[src/rtl/inst_fetch.sv]
// rtl/inst_fetch.sv - instruction fetch unit: PC, in-order imem requests, instruction FIFO, redirect flush
// Credit-based fetch: buffered plus outstanding never exceeds BUF_DEPTH, so responses always find a slot.
module inst_fetch #(
   parameter int                    ADDR_WIDTH = 32,
   parameter int                    DATA_WIDTH = 32,
   parameter logic [ADDR_WIDTH-1:0] RESET_PC   = '0,
   parameter int                    BUF_DEPTH  = 2
) (
   input  logic                  clk,
   input  logic                  reset,
   output logic                  imem_req_valid,
   input  logic                  imem_req_ready,
   output logic [ADDR_WIDTH-1:0] imem_req_addr,
   input  logic                  imem_resp_valid,
   input  logic [DATA_WIDTH-1:0] imem_resp_data,
   input  logic                  redirect_valid,
   input  logic [ADDR_WIDTH-1:0] redirect_pc,
   output logic                  inst_valid,
   input  logic                  inst_ready,
   output logic [DATA_WIDTH-1:0] inst,
   output logic [ADDR_WIDTH-1:0] inst_pc,
   output logic [6:0]            opcode,
   output logic [2:0]            funct3,
   output logic [6:0]            funct7
);
   localparam int PTR_W = (BUF_DEPTH > 1) ? $clog2(BUF_DEPTH) : 1;
   localparam int CNT_W = $clog2(BUF_DEPTH) + 1;
   localparam logic [CNT_W:0]        DEPTH_C = (CNT_W + 1)'(BUF_DEPTH);
   localparam logic [ADDR_WIDTH-1:0] PC_STEP = ADDR_WIDTH'(4);

   typedef enum logic {FETCH, FLUSH} state_t;

   state_t                  state, state_next;
   logic [ADDR_WIDTH-1:0]   fetch_pc, resp_pc, target_pc;
   logic [CNT_W-1:0]        fifo_count, outstanding, discard, discard_next;
   logic [PTR_W-1:0]        rd_ptr, wr_ptr;
   logic [DATA_WIDTH-1:0]   buf_data [BUF_DEPTH];
   logic [ADDR_WIDTH-1:0]   buf_pc   [BUF_DEPTH];
   logic [CNT_W:0]          credit_used;
   logic                    req_allowed, req_fire, push, pop;
   logic [1:0]              unused_pc_bits;

   assign unused_pc_bits = redirect_pc[1:0];
   assign target_pc      = {redirect_pc[ADDR_WIDTH-1:2], 2'b00};
   assign credit_used    = {1'b0, fifo_count} + {1'b0, outstanding};

   always_ff @(posedge clk or posedge reset) begin
      if (reset) state <= FETCH;
      else       state <= state_next;
   end

   always_comb begin
      state_next   = state;
      discard_next = discard;
      req_allowed  = 1'b0;
      if (redirect_valid) begin
         // a response landing in the redirect cycle is already stale
         discard_next = outstanding - CNT_W'(imem_resp_valid);
         state_next   = (discard_next != '0) ? FLUSH : FETCH;
      end else begin
         if (state == FETCH) req_allowed = (credit_used < DEPTH_C);
         if (imem_resp_valid && discard != '0) discard_next = discard - CNT_W'(1);
         if (state == FLUSH && discard_next == '0) state_next = FETCH;
      end
   end

   // gate with reset so the request line drops the moment reset asserts
   assign imem_req_valid = req_allowed && !reset;
   assign imem_req_addr  = fetch_pc;
   assign req_fire       = imem_req_valid && imem_req_ready;
   assign push           = imem_resp_valid && !redirect_valid && (discard == '0);
   assign pop            = inst_valid && inst_ready && !redirect_valid;

   always_ff @(posedge clk or posedge reset) begin
      if (reset) begin
         fetch_pc    <= RESET_PC;
         resp_pc     <= RESET_PC;
         fifo_count  <= '0;
         outstanding <= '0;
         discard     <= '0;
         rd_ptr      <= '0;
         wr_ptr      <= '0;
      end else if (redirect_valid) begin
         fetch_pc    <= target_pc;
         resp_pc     <= target_pc;
         fifo_count  <= '0;
         rd_ptr      <= '0;
         wr_ptr      <= '0;
         outstanding <= outstanding - CNT_W'(imem_resp_valid);
         discard     <= discard_next;
      end else begin
         if (req_fire) fetch_pc <= fetch_pc + PC_STEP;
         outstanding <= outstanding + CNT_W'(req_fire) - CNT_W'(imem_resp_valid);
         discard     <= discard_next;
         if (push) begin
            wr_ptr  <= wr_ptr + PTR_W'(1);
            resp_pc <= resp_pc + PC_STEP;
         end
         if (pop) rd_ptr <= rd_ptr + PTR_W'(1);
         fifo_count <= fifo_count + CNT_W'(push) - CNT_W'(pop);
      end
   end

   always_ff @(posedge clk) begin
      if (push) begin
         buf_data[wr_ptr] <= imem_resp_data;
         buf_pc[wr_ptr]   <= resp_pc;
      end
   end

   // head values are forced to zero when empty so stale entries never leak out
   assign inst_valid = (fifo_count != '0);
   assign inst       = inst_valid ? buf_data[rd_ptr] : '0;
   assign inst_pc    = inst_valid ? buf_pc[rd_ptr]   : '0;
   assign opcode     = inst[6:0];
   assign funct3     = inst[14:12];
   assign funct7     = inst[31:25];

endmodule

[config.mk]
export PLATFORM = sky130hd
export DESIGN_NAME = inst_fetch
export DESIGN_NICKNAME = d
export VERILOG_FILES = /design/src/rtl/inst_fetch.sv
export SDC_FILE = /design/constraint.sdc
export NUM_CORES = 1
export LEC_CHECK = 0
export ABC_AREA = 1
export CAP_MARGIN = 10
export CORE_MARGIN = 8
export CORE_UTILIZATION = 53
export CTS_BUF_LIST = sky130_fd_sc_hd__clkbuf_8
export CTS_CLUSTER_DIAMETER = 120
export CTS_CLUSTER_SIZE = 20
export DETAILED_ROUTE_END_ITERATION = 10
export DONT_BUFFER_PORTS = 1
export HOLD_SLACK_MARGIN = 0.1
export PLACE_DENSITY = 0.79
export SYNTH_ARGS = -nofsm -noshare
export SYNTH_HDL_FRONTEND = slang
export SYNTH_SLANG_ARGS = --single-unit
[constraint.sdc]
create_clock -name clk -period 10 [get_ports clk]
set_clock_uncertainty 0.2 [all_clocks]
set_input_delay 2 -clock clk [delete_from_list [all_inputs] [get_ports clk]]
set_output_delay 2 -clock clk [all_outputs]
set_load 0.01 [all_outputs]
==> impl_metrics.py <==
metrics = {
    "global_routing": {
        "grt_use_total_pct": 21.3,
        "grt_max_degree": 72,
        "grt_pass1_wl_um": 37100,
        "overflow": 0,
        "grt_pass1_vias": 6670,
        "antenna_found_initial": 0,
    },
    "layout": {
        "layout.nets": 1102,
        "syn2layout_area_growth_pct": 4.72,
        "drive_gt1_share_pct": 8.21,
        "diodes": 0,
        "final_core_util_pct": 55.9,
        "nFillCells": 1600,
    },
    "placed_design": {
        "portBuffers": 0,
        "dp_hpwl_um": 16400,
        "gp_congestion": 0.921,
        "pre_cts_slack_ns": 4.64,
    },
    "timing": {
        "max_freq_mhz": 190,
        "rsz0062_at_grt": "false",
        "period_needed_ns": 5.25,
        "hold_viol_final": 0,
        "drv_slew": 0,
        "maxSlewHeadroom_pct": 25.6,
        "setup_viol": 0,
        "worstMarginPinSlew_ns": 1.12,
        "worst_slack_ns": 4.75,
        "post-route-period-util_pct": 52.5,
        "finalSetupTns_ns": 0,
    },
    "clocking": {
        "cts_sinks": 193,
        "cts_tree": "yes",
        "cts_max_path_buffers": 2,
        "cts_setup_buffers": 0,
        "clk_pin_slew_ns": 0.09,
        "cts_buffers": 17,
        "worstSkewPairLatency_ns": 0.47,
        "clockRootBuffer": "clkbuf_8",
        "cts-hold-fix-buffers": 0,
        "postCtsResizedCells": 0,
        "htree_levels": 4,
    },
    "critical_path": {
        "critPathRequiredTime_ns": 7.80,
        "worst_path_max_delay_cell": "buf_4",
        "crit_fanout": 71,
        "crit_type": "in2out",
        "path_cells": "inv_2 > buf_4 > and3_1",
        "rr_worst_depth": 7,
        "cp_slowest_stage_delay_ns": 0.68,
        "cp-start-kind": "input port",
        "cp_data_arrival_time_ns": 3.05,
        "critPathCaptureType": "output port",
    },
    "run_status": {
        "status": "finished, final reports clean",
    },
    "yosys": {
        "yosysSeqAreaShare_pct": 57.4,
        "async_flop_share_pct": 35.8,
        "syn_area_mm2": 0.00950,
        "synth-edff-count": 124,
        "yosysWarnings": 0,
        "syn_avg_cell_area_um2": 9.06,
        "ys_types": 44,
        "synth-main-ff-cell": "edfxtp_1",
        "syn_inst": 1049,
        "synth_seq_cells": 193,
    },
    "route": {
        "drt_wl_total_um": 23400,
        "dr.pass1.iters": 4,
        "drt-vias-per-instance": 5.51,
        "drt_iter0_drc": 526,
        "detail_route.wl_per_cell_um": 18.5,
        "via_count": 6967,
        "postRouteAntennaNets": 0,
        "drc": 0,
    },
    "floorplanning": {
        "die_h_um": 150,
        "core-area_mm2": 0.0178,
        "initial_core_util_pct": 53.4,
        "rows": 49,
        "die_x_um": 150,
        "ios": 185,
        "fp.dieArea_mm2": 0.0225,
    },
    "pwr": {
        "p_leak_uw": 0.00404,
        "powerDensity_mw_per_mm2": 202,
        "irDropWorstVdd_uv": 86.3,
        "totalPowerFinal_uw": 2010,
    },
    "worst_hold_path": {
        "holdPathStages": 0,
        "min_path_type": "reg2reg",
    },
    "run": {
        "maxCapViolations": 0,
    },
}
[metal layers]
| metal | global-route usage [%] | up-vias | share of wire (%) |
|---|---|---|---|
| li1 | - | 3379 | - |
| met5 | 0 | - | 0 |
| met2 | 32.4 | 284 | 46 |
| met1 | 28.1 | 3277 | 42 |
| met3 | 7.62 | 27 | 11 |
| met4 | 6.15 | 0 | 1.3 |
[path summary, 6_finish.rpt]
path,startpoint,slack (ns),to
setup / recovery,reset,4.75,imem_req_valid
hold / removal,resp_pc[24],0.37,buf_pc[0][24]
setup reg to reg,discard[0],7.12,buf_pc[0][23]
hold reg to reg,resp_pc[24],0.37,buf_pc[0][24]
max in group asynchronous,reset,7.48,rd_ptr
min in group asynchronous,reset,1.46,imem_req_addr[3]
[Yosys cell counts (2+ instances only)]
| cell type | count | area share [%] |
|---|---|---|
| nand4_1 | 13 | 0.86 |
| o21ai_0 | 29 | 1.5 |
| nand2_2 | 8 | 0.53 |
| nand2_1 | 360 | 14 |
| buf_4 | 22 | 1.7 |
| nand3_1 | 56 | 3.0 |
| inv_2 | 9 | 0.36 |
| buf_6 | 2 | 0.24 |
| nor3_4 | 2 | 0.34 |
| edfxtp_1 | 124 | 39 |
| buf_2 | 9 | 0.47 |
| ha_1 | 8 | 1.1 |
| nor3_1 | 11 | 0.58 |
| nor2_2 | 11 | 0.72 |
| inv_1 | 81 | 3.2 |
| nand3b_1 | 2 | 0.16 |
| nand2_4 | 2 | 0.24 |
| nor3_2 | 3 | 0.32 |
| a21oi_1 | 82 | 4.3 |
| xnor2_1 | 5 | 0.46 |
| o211ai_1 | 10 | 0.79 |
| o21bai_1 | 3 | 0.24 |
| nor2_4 | 4 | 0.47 |
| dfrtp_1 | 69 | 18 |
| o31ai_1 | 2 | 0.16 |
| nor2_1 | 67 | 2.6 |
| clkbuf_1 | 20 | 0.79 |
| o21ai_1 | 3 | 0.16 |
| xor2_1 | 17 | 1.6 |
[layout by cell type, fill, tap and decap left out, types with 2 or more instances in the layout]
cell type  Yosys  final
buf_4         22      6
o211ai_1      10     10
nor2_2        11     11
o21ai_0       29     29
nand2_2        8      8
conb_1         1      4
o21bai_1       3      3
a21oi_1       82     82
nand2_4        2      2
nand4_1       13     13
nor3_2         3      3
o31ai_1        2      2
inv_1         81     80
nand2_1      360    360
ha_1           8      8
nand3b_1       2      2
xnor2_1        5      5
nor3_4         2      2
inv_2          9     10
o21ai_1        3      3
inv_6          0      6
nand3_1       56     56
xor2_1        17     17
nor2_4         4      7
clkbuf_8       0     17
clkinv_4       0      3
edfxtp_1     124    124
dfrtp_1       69     68
nor2_1        67     64
nor3_1        11     11
inv_8          0      3
[kinds of logic after synthesis]
family                   count (synthesis)  synth area share [%]
flip-flops                             193                  57.4
XOR/XNOR                                22                  2.03
AO/OA/AOI/OAI                          134                  7.61
other                                    1                0.0395
AND/OR/NAND/NOR                        546                  24.8
buffers and inverters                  144                  6.84
adder cells (fa/ha/maj)                  9                  1.26
[cell type report]
type / count / area, µm² / area share (%)
flip-flops and latches: 193 / 5450 / 54.8
multi-input cells: 715 / 3430 / 34.5
inverters: 90 / 338 / 3.40
well taps: 229 / 287 / 2.88
clock buffers: 17 / 234 / 2.35
clock inverters: 14 / 159 / 1.60
repair buffers: 6 / 45.0 / 0.453
[through the flow]
stage / instance area, µm² / hold WS, ns / instances
2_1_floorplan: 9510 / 0.284 / 1052
3_3_place_gp: 9550 / 0.325 / 1233
3_5_place_dp: 9550 / 0.343 / 1233
4_1_cts: 9950 / 0.370 / 1264
5_1_grt: 9950 / 0.386 / 1264
6_report: 9950 / 0.367 / 1264
[worst max-delay path: cells and delay by family]
| family | cells | cell delay (ns) |
|---|---|---|
| buffers and inverters | 2 | 0.70 |
| AND/OR/NAND/NOR | 1 | 0.33 |
[power by group]
part | internal, µW | switching, µW
Combinational | 115 | 317
Clock | 209 | 303
Sequential | 955 | 107
[registers in the layout (all words and copies together), names as in the netlist, 2 cells and up]
| register | count |
|---|---|
| imem_req_addr | 30 |
| resp_pc | 30 |
| fifo_count | 2 |
| discard | 2 |
| buf_pc | 60 |
| outstanding | 2 |
| buf_data | 64 |
Power figures use the tool's default switching activity.
==> patch: new RTL, config.mk and constraints unchanged <==
Reset style: synchronous (`reset`), changed in 2 clocked blocks.
--- a/src/rtl/inst_fetch.sv
+++ b/src/rtl/inst_fetch.sv
@@ -44,7 +44,7 @@
    assign target_pc      = {redirect_pc[ADDR_WIDTH-1:2], 2'b00};
    assign credit_used    = {1'b0, fifo_count} + {1'b0, outstanding};
 
-   always_ff @(posedge clk or posedge reset) begin
+   always_ff @(posedge clk) begin
       if (reset) state <= FETCH;
       else       state <= state_next;
    end
@@ -71,7 +71,7 @@
    assign push           = imem_resp_valid && !redirect_valid && (discard == '0);
    assign pop            = inst_valid && inst_ready && !redirect_valid;
 
-   always_ff @(posedge clk or posedge reset) begin
+   always_ff @(posedge clk) begin
       if (reset) begin
          fetch_pc    <= RESET_PC;
          resp_pc     <= RESET_PC;
Formal check against the unedited RTL: differs if reset is asserted again (counterexample within 4 cycles, from zero or initial values and one cycle with reset high); with reset held inactive, the same outputs for 4 cycles.
==> patch against the unedited design <==
  * Die area is 0.68% lower
  * Cell area is 1.1% lower
  * Non-clock buffer count decreased by 1
  * Count of clock-buffer cells in the layout is the same
  * Largest cell class unchanged
  * Global-route usage down 0.38 points
  * Utilization grew 0.72 points
  * Critical path type is now flop to output port
  * Routed wire length decreased by 0.71%
  * Sequential cell count rose by 1
  * Synthesized area fell by 0.76%
  * Critical endpoint is now opcode[1]
  * Register-to-register slack worse by 270 ps
  * Setup slack improved by 410 ps
Power is not compared: it rests on default switching activity, and its combinational part moved more than twofold at a synthesized area within 25%.
==> patch: results (changes against the unedited design) <==
outcome: complete, no violations (unchanged)
Post-Syn Instances: 1134 (was 1049)
Reg2Reg Depth: 8 (was 7)
Clock H-tree levels: 4 (unchanged)
clk root buf: clkbuf_8 (unchanged)
Max-slew headroom: 0.2700 (was 0.2561)
Synth Area in Compound Gates: 0.1046 (was 0.07613)
total track usage: 0.2087 (was 0.2126)
Async SR Flop Fraction: 0 (was 0.3575)
leak pwr: 3.625 nW
M1 GR Usage: 0.2725 (was 0.2809)
largest net degree at the start of global routing: 64 (was 72)
mux cell area share after synthesis: 0 (unchanged)
RD Place Congestion: 0.8782 (was 0.9205)
synth top area cells: edfxtp_1 (40%), dfxtp_1 (15%), nand2_1 (14%) (was edfxtp_1 (39%), dfrtp_1 (18%), nand2_1 (14%))
met2 usage: 0.3162 (was 0.3239)
CP max stage cell: inv_2 (was buf_4)
placed cell areas: 0.009427 mm^2 (was 0.009554 mm^2)
worst-skew pair later-pin latency: 470 ps (about the same)
Cells after DPL: 1305 (was 1233)
CP Max Fanout: 63 (was 71)
sequential element share of the synthesized area: 0.5437 (was 0.5738)
setup slack, reg-to-reg: 6850 ps (was 7120 ps)
hold path cells: 2 (was 0)
post-DR wirelength/cell: 17.41 um (was 18.54 um)
top cells by count, synth: nand2_1 (361), edfxtp_1 (124), a21oi_1 (117) (was nand2_1 (360), edfxtp_1 (124), a21oi_1 (82))
HP Start: rd_ptr$_SDFFE_PP0P_ (was resp_pc[24]$_DFFE_PP0N_)
Fin Hold WS: 273.9 ps (was 366.9 ps)
Final Non-Filler Cells: 1337 (was 1264)
Synth cell types: 39 (was 44)
via count: 7416 (was 6967)
met3 Use GR: 0.07251 (was 0.07620)
clock slew at the register clock pins of the worst setup and hold paths: 100 ps
r2r endpoint: buf_pc[0][28]$_DFFE_PP_ (was buf_pc[0][23]$_DFFE_PP_)
biggest regs: buf_data (64), buf_pc (60) (unchanged)
# fillers: 1564 (was 1600)
Initial DRC Count: 582 (was 526)
layout cells sized above 1: 0.05486 (was 0.08213)
Hold WC Path Type: flop to flop (unchanged)
Nets: 1178 (was 1102)
Worst path max stage delay: 860 ps (was 680 ps)
multi-input logic area: 0.003596 mm^2 (was 0.003433 mm^2)
vias in the first global route: 7092 (was 6670)
Post-CTS Setup Bufs: 0 (unchanged)
worst vdd ir: 83.21 uV
Critical Path AT: 2640 ps (was 3050 ps)
ant diodes: 0 (unchanged)
DRT Pass-1 Iters: 5 (was 4)
startpoint types: flop (was primary input)
first-pass GRT wire length: 36.80 mm (was 37.06 mm)
Post-Synth Adder-Cell Area: 0.01274 (was 0.01264)
port bufs: 0 (unchanged)
XOR/XNOR Fraction of Synth Area: 0.01208 (was 0.02028)
dpl hpwl: 16.22 mm (was 16.35 mm)
FF-to-FF Start: discard[0]$_SDFF_PP0_ (was discard[0]$_DFF_PP0_)
## patch: cell families after synthesis
kind of cell               Yosys count
AOI/OAI and AO/OA                  188
and+or+nand+nor                    565
xor gates and xnor gates            13
DFF                                194
adders and majority gates            9
buffers and inverters              164
other                                1
## patch: power by group
part	internal [mW]	switching [mW]	total [mW]
sequential	0.892	0.0383	0.930
clock	0.213	0.306	0.519
combinational	0.0383	0.0905	0.129
## patch: critical path: cells and delay by family, from the launching register on
| family | cells | cell delay [ps] |
|---|---|---|
| buffers and inverters | 2 | 1170 |
| AO/OA/AOI/OAI | 1 | 490 |
| flip-flops | 1 | 320 |
| AND/OR/NAND/NOR | 1 | 120 |
## patch: final cells by class
class / instances / share of cell area
sequential: 194 / 0.5212
multi-input combinational: 779 / 0.3656
inverter: 102 / 0.03918
tap: 225 / 0.02862
clock buffer: 17 / 0.02379
clock inverter: 15 / 0.01781
timing repair buffer: 5 / 0.003816
## patch: worst max-delay path by stage
stage / to / slack (ps) / cells past startpoint
after floorplan: buf_data[0][0]$_DFFE_PP_ / 4180 / 4
after CTS: funct3[1] / 5090 / 4
after detailed placement: imem_req_valid / 5310 / 3
after global placement: imem_req_valid / 5310 / 3
final: opcode[1] / 5160 / 4
after global routing: funct3[2] / 4910 / 4
## patch: metrics by stage
step / utilization / power (mW) / setup slack [ps]
after floorplan: - / 1.049 / 4181
after global placement: 0.5431 / 1.071 / 5314
after detailed placement: 0.5431 / 1.077 / 5311
after CTS: 0.5667 / 1.588 / 5088
after global routing: 0.5667 / 1.646 / 4906
final: 0.5667 / 1.579 / 5158
## patch: layer usage
layer | part of all wire | vias up
li1 | - | 3635
met1 | 0.41 | 3359
met2 | 0.44 | 375
met3 | 0.12 | 47
met4 | 0.024 | 0
met5 | 0 | -
